File: config.mk
export PLATFORM = sky130hd
export DESIGN_NAME = axis_rr_arbiter
export DESIGN_NICKNAME = d
export VERILOG_FILES = /design/src/rtl/axis_rr_arbiter.sv
export SDC_FILE = /design/constraint.sdc
export NUM_CORES = 1
export LEC_CHECK = 0
export ABC_AREA = 1
export CAP_MARGIN = 40
export CORE_MARGIN = 3
export CORE_UTILIZATION = 39
export CTS_BUF_LIST = sky130_fd_sc_hd__clkbuf_8 sky130_fd_sc_hd__clkbuf_16
export CTS_CLUSTER_SIZE = 8
export DETAILED_ROUTE_END_ITERATION = 10
export GPL_TIMING_DRIVEN = 0
export PLACE_DENSITY = 0.74
export SETUP_SLACK_MARGIN = 0.3
export SLEW_MARGIN = 0
export SYNTH_ARGS = -nofsm -noshare
export SYNTH_HDL_FRONTEND = slang
export SYNTH_SLANG_ARGS = --single-unit
File: constraint.sdc
create_clock -name clk -period 2.5 [get_ports clk]
set_input_delay 0.5 -clock clk [delete_from_list [all_inputs] [get_ports clk]]
set_output_delay 0.5 -clock clk [all_outputs]
set_load 0.01 [all_outputs]
File: src/rtl/axis_rr_arbiter.sv
// Round-robin N:1 valid/ready stream arbiter with packet-locked grants and a
// registered output stage backed by a one-entry skid register.
module axis_rr_arbiter #(
  parameter int unsigned NUM_PORTS   = 4,
  parameter int unsigned DSIZE       = 32,
  parameter bit          LOCK_PACKET = 1'b1,
  parameter int unsigned SEL_W       = $clog2(NUM_PORTS)
) (
  input  logic                       clk,
  input  logic                       reset,
  input  logic [NUM_PORTS-1:0]       s_valid,
  output logic [NUM_PORTS-1:0]       s_ready,
  input  logic [NUM_PORTS*DSIZE-1:0] s_data,
  input  logic [NUM_PORTS-1:0]       s_last,
  output logic                       m_valid,
  input  logic                       m_ready,
  output logic [DSIZE-1:0]           m_data,
  output logic                       m_last,
  output logic [SEL_W-1:0]           m_sel,
  output logic                       busy
);

  typedef enum logic [0:0] {StIdle, StGrant} state_e;

  state_e               r_state, w_state_d;
  logic [SEL_W-1:0]     r_ptr, w_ptr_d;
  logic [SEL_W-1:0]     r_grant, w_grant_d;
  logic [NUM_PORTS-1:0] r_s_ready, w_s_ready_d;

  logic                 r_m_valid, w_m_valid_d;
  logic [DSIZE-1:0]     r_m_data, w_m_data_d;
  logic                 r_m_last, w_m_last_d;
  logic [SEL_W-1:0]     r_m_sel, w_m_sel_d;

  logic                 r_skid_valid, w_skid_valid_d;
  logic [DSIZE-1:0]     r_skid_data, w_skid_data_d;
  logic                 r_skid_last, w_skid_last_d;
  logic [SEL_W-1:0]     r_skid_sel, w_skid_sel_d;

  logic [SEL_W-1:0]     w_scan [NUM_PORTS];
  logic [SEL_W-1:0]     w_arb_idx;
  logic [SEL_W-1:0]     w_grant_inc;
  logic [DSIZE-1:0]     w_beat_data;
  logic                 w_beat_last;
  logic                 w_accept;
  logic                 w_release;
  logic                 w_advance;

  // Scan order starting at the round-robin pointer, wrapping at NUM_PORTS-1.
  always_comb begin
    for (int i = 0; i < NUM_PORTS; i++) begin
      w_scan[i] = SEL_W'((int'(r_ptr) + i) % int'(NUM_PORTS));
    end
  end

  // Walk the scan order backwards so the earliest requester wins.
  always_comb begin
    w_arb_idx = '0;
    for (int i = NUM_PORTS - 1; i >= 0; i--) begin
      if (s_valid[w_scan[i]]) begin
        w_arb_idx = w_scan[i];
      end
    end
  end

  always_comb begin
    w_beat_data = '0;
    w_beat_last = 1'b0;
    for (int i = 0; i < NUM_PORTS; i++) begin
      if (r_grant == SEL_W'(i)) begin
        w_beat_data = s_data[i*DSIZE +: DSIZE];
        w_beat_last = s_last[i];
      end
    end
  end

  // r_s_ready is nonzero only on the granted bit, so this is the granted handshake.
  assign w_accept    = |(s_valid & r_s_ready);
  assign w_release   = w_accept & (w_beat_last | ~LOCK_PACKET);
  assign w_advance   = ~r_m_valid | m_ready;
  assign w_grant_inc = (r_grant == SEL_W'(NUM_PORTS - 1)) ? '0 : r_grant + 1'b1;

  always_comb begin
    w_state_d = r_state;
    w_grant_d = r_grant;
    w_ptr_d   = r_ptr;
    unique case (r_state)
      StIdle: begin
        if (|s_valid) begin
          w_state_d = StGrant;
          w_grant_d = w_arb_idx;
        end
      end
      StGrant: begin
        if (w_release) begin
          w_state_d = StIdle;
          w_ptr_d   = w_grant_inc;
        end
      end
      default: w_state_d = StIdle;
    endcase
  end

  always_comb begin
    w_m_valid_d    = r_m_valid;
    w_m_data_d     = r_m_data;
    w_m_last_d     = r_m_last;
    w_m_sel_d      = r_m_sel;
    w_skid_valid_d = r_skid_valid;
    w_skid_data_d  = r_skid_data;
    w_skid_last_d  = r_skid_last;
    w_skid_sel_d   = r_skid_sel;
    if (w_advance) begin
      w_m_valid_d    = r_skid_valid | w_accept;
      w_skid_valid_d = 1'b0;
      if (r_skid_valid) begin
        w_m_data_d = r_skid_data;
        w_m_last_d = r_skid_last;
        w_m_sel_d  = r_skid_sel;
      end else if (w_accept) begin
        w_m_data_d = w_beat_data;
        w_m_last_d = w_beat_last;
        w_m_sel_d  = r_grant;
      end
    end else if (w_accept) begin
      w_skid_valid_d = 1'b1;
      w_skid_data_d  = w_beat_data;
      w_skid_last_d  = w_beat_last;
      w_skid_sel_d   = r_grant;
    end
  end

  // Ready is registered from next-state values so it never follows m_ready combinationally.
  always_comb begin
    w_s_ready_d = '0;
    if (w_state_d == StGrant && !w_skid_valid_d) begin
      for (int i = 0; i < NUM_PORTS; i++) begin
        if (w_grant_d == SEL_W'(i)) begin
          w_s_ready_d[i] = 1'b1;
        end
      end
    end
  end

  always_ff @(posedge clk) begin
    if (reset) begin
      r_state      <= StIdle;
      r_ptr        <= '0;
      r_grant      <= '0;
      r_s_ready    <= '0;
      r_m_valid    <= 1'b0;
      r_skid_valid <= 1'b0;
    end else begin
      r_state      <= w_state_d;
      r_ptr        <= w_ptr_d;
      r_grant      <= w_grant_d;
      r_s_ready    <= w_s_ready_d;
      r_m_valid    <= w_m_valid_d;
      r_skid_valid <= w_skid_valid_d;
    end
  end

  // Payload registers carry no reset; they are qualified by the valid flags.
  always_ff @(posedge clk) begin
    r_m_data    <= w_m_data_d;
    r_m_last    <= w_m_last_d;
    r_m_sel     <= w_m_sel_d;
    r_skid_data <= w_skid_data_d;
    r_skid_last <= w_skid_last_d;
    r_skid_sel  <= w_skid_sel_d;
  end

  assign s_ready = r_s_ready;
  assign m_valid = r_m_valid;
  assign m_data  = r_m_data;
  assign m_last  = r_m_last;
  assign m_sel   = r_m_sel;
  assign busy    = (r_state == StGrant);

endmodule

---- Word level (Yosys, flattened, before mapping) ----
Index checks and enable logic that the tools add are counted.
storage, ports and cells
  register bits ........................... 81
  input bits .............................. 139
  output and inout bits ................... 41
  word-level logic and storage cells ...... 83
operators by class
  $add $sub $neg .......................... 4
  order comparisons ....................... 4
  equality and inequality tests ........... 6
  muxes and demuxes ....................... 38
  bitwise gates (word level) .............. 8
  reduce and logical (&&, ||, !) cells .... 11
operators with widths
  operator                                                               count
  32-bit two-way mux                                                     6
  1-bit two-way mux                                                      18
  2-bit two-way mux                                                      9
  2-bit by 3-bit < comparator with 1-bit output (second input constant)  4
  1-bit binary-select mux with 2-bit select                              4
  2-bit == test (second input constant)                                  4
  4-bit OR reduction                                                     2
  2-bit AND reduction                                                    3
  2-bit by 1-bit adder with 2-bit output (second input constant)         2
  2-bit adder (second input constant)                                    2
  4-bit bitwise AND                                                      1
  2-bit by 1-bit == test with 1-bit output (second input constant)       2
  2-bit zero test                                                        2
  1-bit inverter                                                         4
  1-bit bitwise OR                                                       2
  1-bit case mux with 2 select lines                                     1
  2-bit nonzero test                                                     1
  2-bit OR reduction                                                     1
  1-bit bitwise AND                                                      1
  1-bit logical AND                                                      1
  1-bit zero test                                                        1

---- Longest topological paths before layout ----
  depth after elaboration ................. 11
  gate-level depth with buffers ........... 13
  gate-level depth less buffers ........... 12

---- Worst setup path after synthesis ----
No wires, ideal clock.
  path type ............................... in2reg
  from .................................... input port m_ready
  to ...................................... register r_skid_data[0] (enable)
  setup time .............................. 0.428 ns
  arrival time ............................ 2.220 ns
  required time ........................... 2.072 ns
  setup slack ............................. -0.147 ns
  stages .................................. 3
  path buffers ............................ 0
  cells stage by stage .................... nor2_1 inv_1 nor2_1
between the ends
  cells in the longest elaborated chain, start to end .. 3
RTL lines
  element                        RTL line  RTL
  from (decl)                    16        input logic m_ready,
  1-bit bitwise OR               80        assign w_advance = ~r_m_valid | m_ready;
  1-bit inverter (no line)       -
  2-bit AND reduction (no line)  -
  to (signal assigned)           168       r_skid_data <= w_skid_data_d;
  to (decl)                      36        logic [DSIZE-1:0] r_skid_data, w_skid_data_d;
No other way between the ends.
A chain may end at the register's enable or synchronous reset.

---- Worst setup path in the final report ----
  from .................................... register r_grant[0]
  to ...................................... register r_m_data[26] (netlist: m_data[26]) (data pin)
between the ends
  cells in the longest elaborated chain, start to end .. 7
  elaborated cells between the ends (all ways) .. 10
  those cells by class .................... eq/ne (3); mux (6); reduce/logical (1)
RTL lines
  element                          RTL line  RTL
  from (decl)                      27        logic [SEL_W-1:0] r_grant, w_grant_d;
  from (signal assigned)           156       r_grant <= w_grant_d;
  2-bit zero test                  70        if (r_grant == SEL_W'(i)) begin
  32-bit two-way mux (3 in a row)  70
  32-bit two-way mux *             70
  via w_beat_data[26]              43        logic [DSIZE-1:0] w_beat_data;
  32-bit two-way mux *             120       end else if (w_accept) begin
  32-bit two-way mux *             116       if (r_skid_valid) begin
  to (signal assigned)             165       r_m_data <= w_m_data_d;
  to (decl)                        31        logic [DSIZE-1:0] r_m_data, w_m_data_d;
Mark *: on every way through the listed nets, which the timed path passes. The rest lies on a longest branch. The select of a mux whose other input is x is not followed.

==> reports/results.txt <==
Status - completed
Hold Vio Cnt, Final - 0
Clk sink count - 81
Slew Limit Headroom - 0.580
Worst Hold Depth - 2
CP arrival - 2230 ps
Setup CP Type - register to register
Synthesis-stage register bit count - 81
Pre-antenna DRT Iters - 5
CP most frequent cell - nand2_1
Io pins - 180
DP Cell Count - 859
EDFF count, synth - 70
MaxCap Viol Count - 0
DP HPWL - 10400 um
Hold Path Origin - r_skid_data[2]
DRC Markers - 0
Register area - 2320 um2
Die footprint - 12400 um2
Gr usage total - 0.224
Post-synthesis net count - 685
Synth Instances - 542
DRT Wirelength - 14000 um
Dpl ws - 136 ps
Most common cell after layout, fill and taps aside - nand2_1
Post-synth top area share - 0.485
Setup WS post-layout - 491 ps
Area of the multi-input gates - 1790 um2
Worst Reg-to-Reg Cells - 9
Number of diodes - 0
Nets - 877
Worst-Margin Slew - 629 ps
Final Skew - 5.59 ps
Cell taking the most area after synthesis - edfxtp_1
Initial DRC Count - 309
CP max stage delay - 400 ps
Via density - 4.97
CP required - 2720 ps
TritonCTS clock tree - done
Slowest-stage cell, CP - dfxtp_1
Async SR Flop Fraction - 0
Clk buf depth - 2
Via Count - 4346
Top FF cell, synth - edfxtp_1
Layout area overhead - 51.8%
I/O Buffers - 179
Worst skew pair latency - 350 ps
First-pass GRT wire length - 22400 um
P per Cell Area - 609 nW/um2
CTS clk-pin slew, worst paths - 80 ps
Worst hold path class - register to register
Startpoint Class - register
Final Cycle Share - 0.804
Max Slew Vio Count - 0
Synth warnings - 0
Final setup viols - 0
Register area share after synthesis - 0.535
Top Family by Delay on Critical Path - buffers and inverters
Syn Area/Cell - 8.00 um2
Routed len/inst - 16.0 um
GRT overflow - 0
FF-to-FF Start - r_grant[0]
Die Wd - 111 um
Initial antenna violation count - 0
CORE AREA - 10600 um2
RSZ-0062 raised after global routing - false
Largest net degree at the start of global routing - 22
Reg-to-Reg End - m_data[26]
Root Buffer - clkbuf_8
Endpoint class of the critical path - register
Cell Chain, Critical Path - inv_1, ha_1, buf_4, clkinv_4, buf_1, nand2_1, a21oi_1, nand2_1, nand2_1
Initial Util - 0.411
H-Tree Depth - 3
Share of layout cells above drive strength 1 - 0.0622
Max VDD drop - 0.000352 V
Mapped Area - 4340 um2
Most frequent cells in the layout - nand2_1 (223), clkdlybuf4s50_1 (179), edfxtp_1 (70)
Routability cong. - 0.802
LEAKAGE - 0.00264 uW
Post-synthesis cell type count - 30
Number of global-route vias before repair - 4508
Dominant cells by area after synthesis - edfxtp_1 (48%), nand2_1 (19%), a21oi_1 (7.6%)
Hold_buf cts - 0
Cell Rows - 37
Final std cells w/o fill - 875
DIE HEIGHT - 111 um
Worst Path Max Fanout - 10
Buf/Inv on CP - 4
CTS Buf Count - 9
Antenna-violating nets left - 0
Worst min-delay path endpoint - m_data[2]
Reg2reg setup slack - 490 ps
Layout filler cell count - 927
Fmax - 0.498 GHz
Crit path time final - 2010 ps
==> what timing repair did <==
action                     CTS  global route
setup buffers                0             0
setup endpoints to repair    0             9
gates resized for setup      0             4
==> registers in the layout, indices dropped and copies added, names as in the netlist <==
register,flops
r_skid_last,1
r_skid_data,32
m_valid,1
r_skid_valid,1
r_ptr,2
m_last,1
s_ready,4
r_skid_sel,2
busy,1
m_data,32
r_grant,2
m_sel,2
==> worst max path at each step <==
stage | from | end | depth (start not counted)
floorplan | m_ready | r_skid_data[0] | 3
global placement | s_valid[2] | m_data[14] | 5
detailed placement | m_ready | r_skid_data[14] | 5
CTS | r_grant[0] | m_data[5] | 9
global route | r_grant[0] | m_data[21] | 9
finish | r_grant[0] | m_data[26] | 9
==> cell usage after synthesis, drive strengths merged (4+ instances only) <==
library cell and number:
nor2 49, inv 18, o21ai 40, dfxtp 11
nand2 226, edfxtp 70, ha 4, a21oi 66
clkbuf 15, buf 18, nand3 16
==> power by group <==
group	switching (uW)	internal (uW)
clock	479	554
combinational	650	595
sequential	44.2	1690
total	1170	2840
==> metal layers <==
layer / GRT usage / part of all wire
met1: 0.273 / 0.40
met2: 0.400 / 0.52
met3: 0.0440 / 0.070
met4: 0.0706 / 0.015
met5: 0 / 0
==> worst register-to-register path, delay by kind of cell (launching register included) <==
family	cells	cell delay, ps
simple gates	3	290
fa+ha+maj	1	220
compound gates	1	210
buf+inv	4	780
flops	1	400
==> kinds of logic (layout without fill, tap and decap cells) <==
family | Yosys count | in the layout | synth area share
AO/OA/AOI/OAI | 107 | 107 | 0.125
adder cells (fa/ha/maj) | 4 | 4 | 0.0115
buffers and inverters | 53 | 250 | 0.0548
flip-flops | 81 | 81 | 0.535
AND/OR/NAND/NOR | 297 | 297 | 0.274
==> area by class of cell <==
cell class,count,area share
Clock buffer,9,0.0188
Sequential cell,81,0.353
Multi-Input combinational cell,408,0.272
Clock inverter,7,0.0133
Tap cell,136,0.0258
Timing Repair Buffer,181,0.281
Inverter,20,0.0122
Buffer,33,0.0245
==> per-stage QoR <==
step	TNS, ps	util	power, uW	hold WS [ps]	cell area, um2
after floorplan	0	-	2360	465	4340
after global placement	-42130	0.597	2940	485	6300
after detailed placement	0	0.603	3010	503	6370
after CTS	0	0.623	4030	523	6580
after global routing	0	0.624	4230	535	6580
final	0	0.624	4010	521	6580
(Power assumes the default switching activity.)
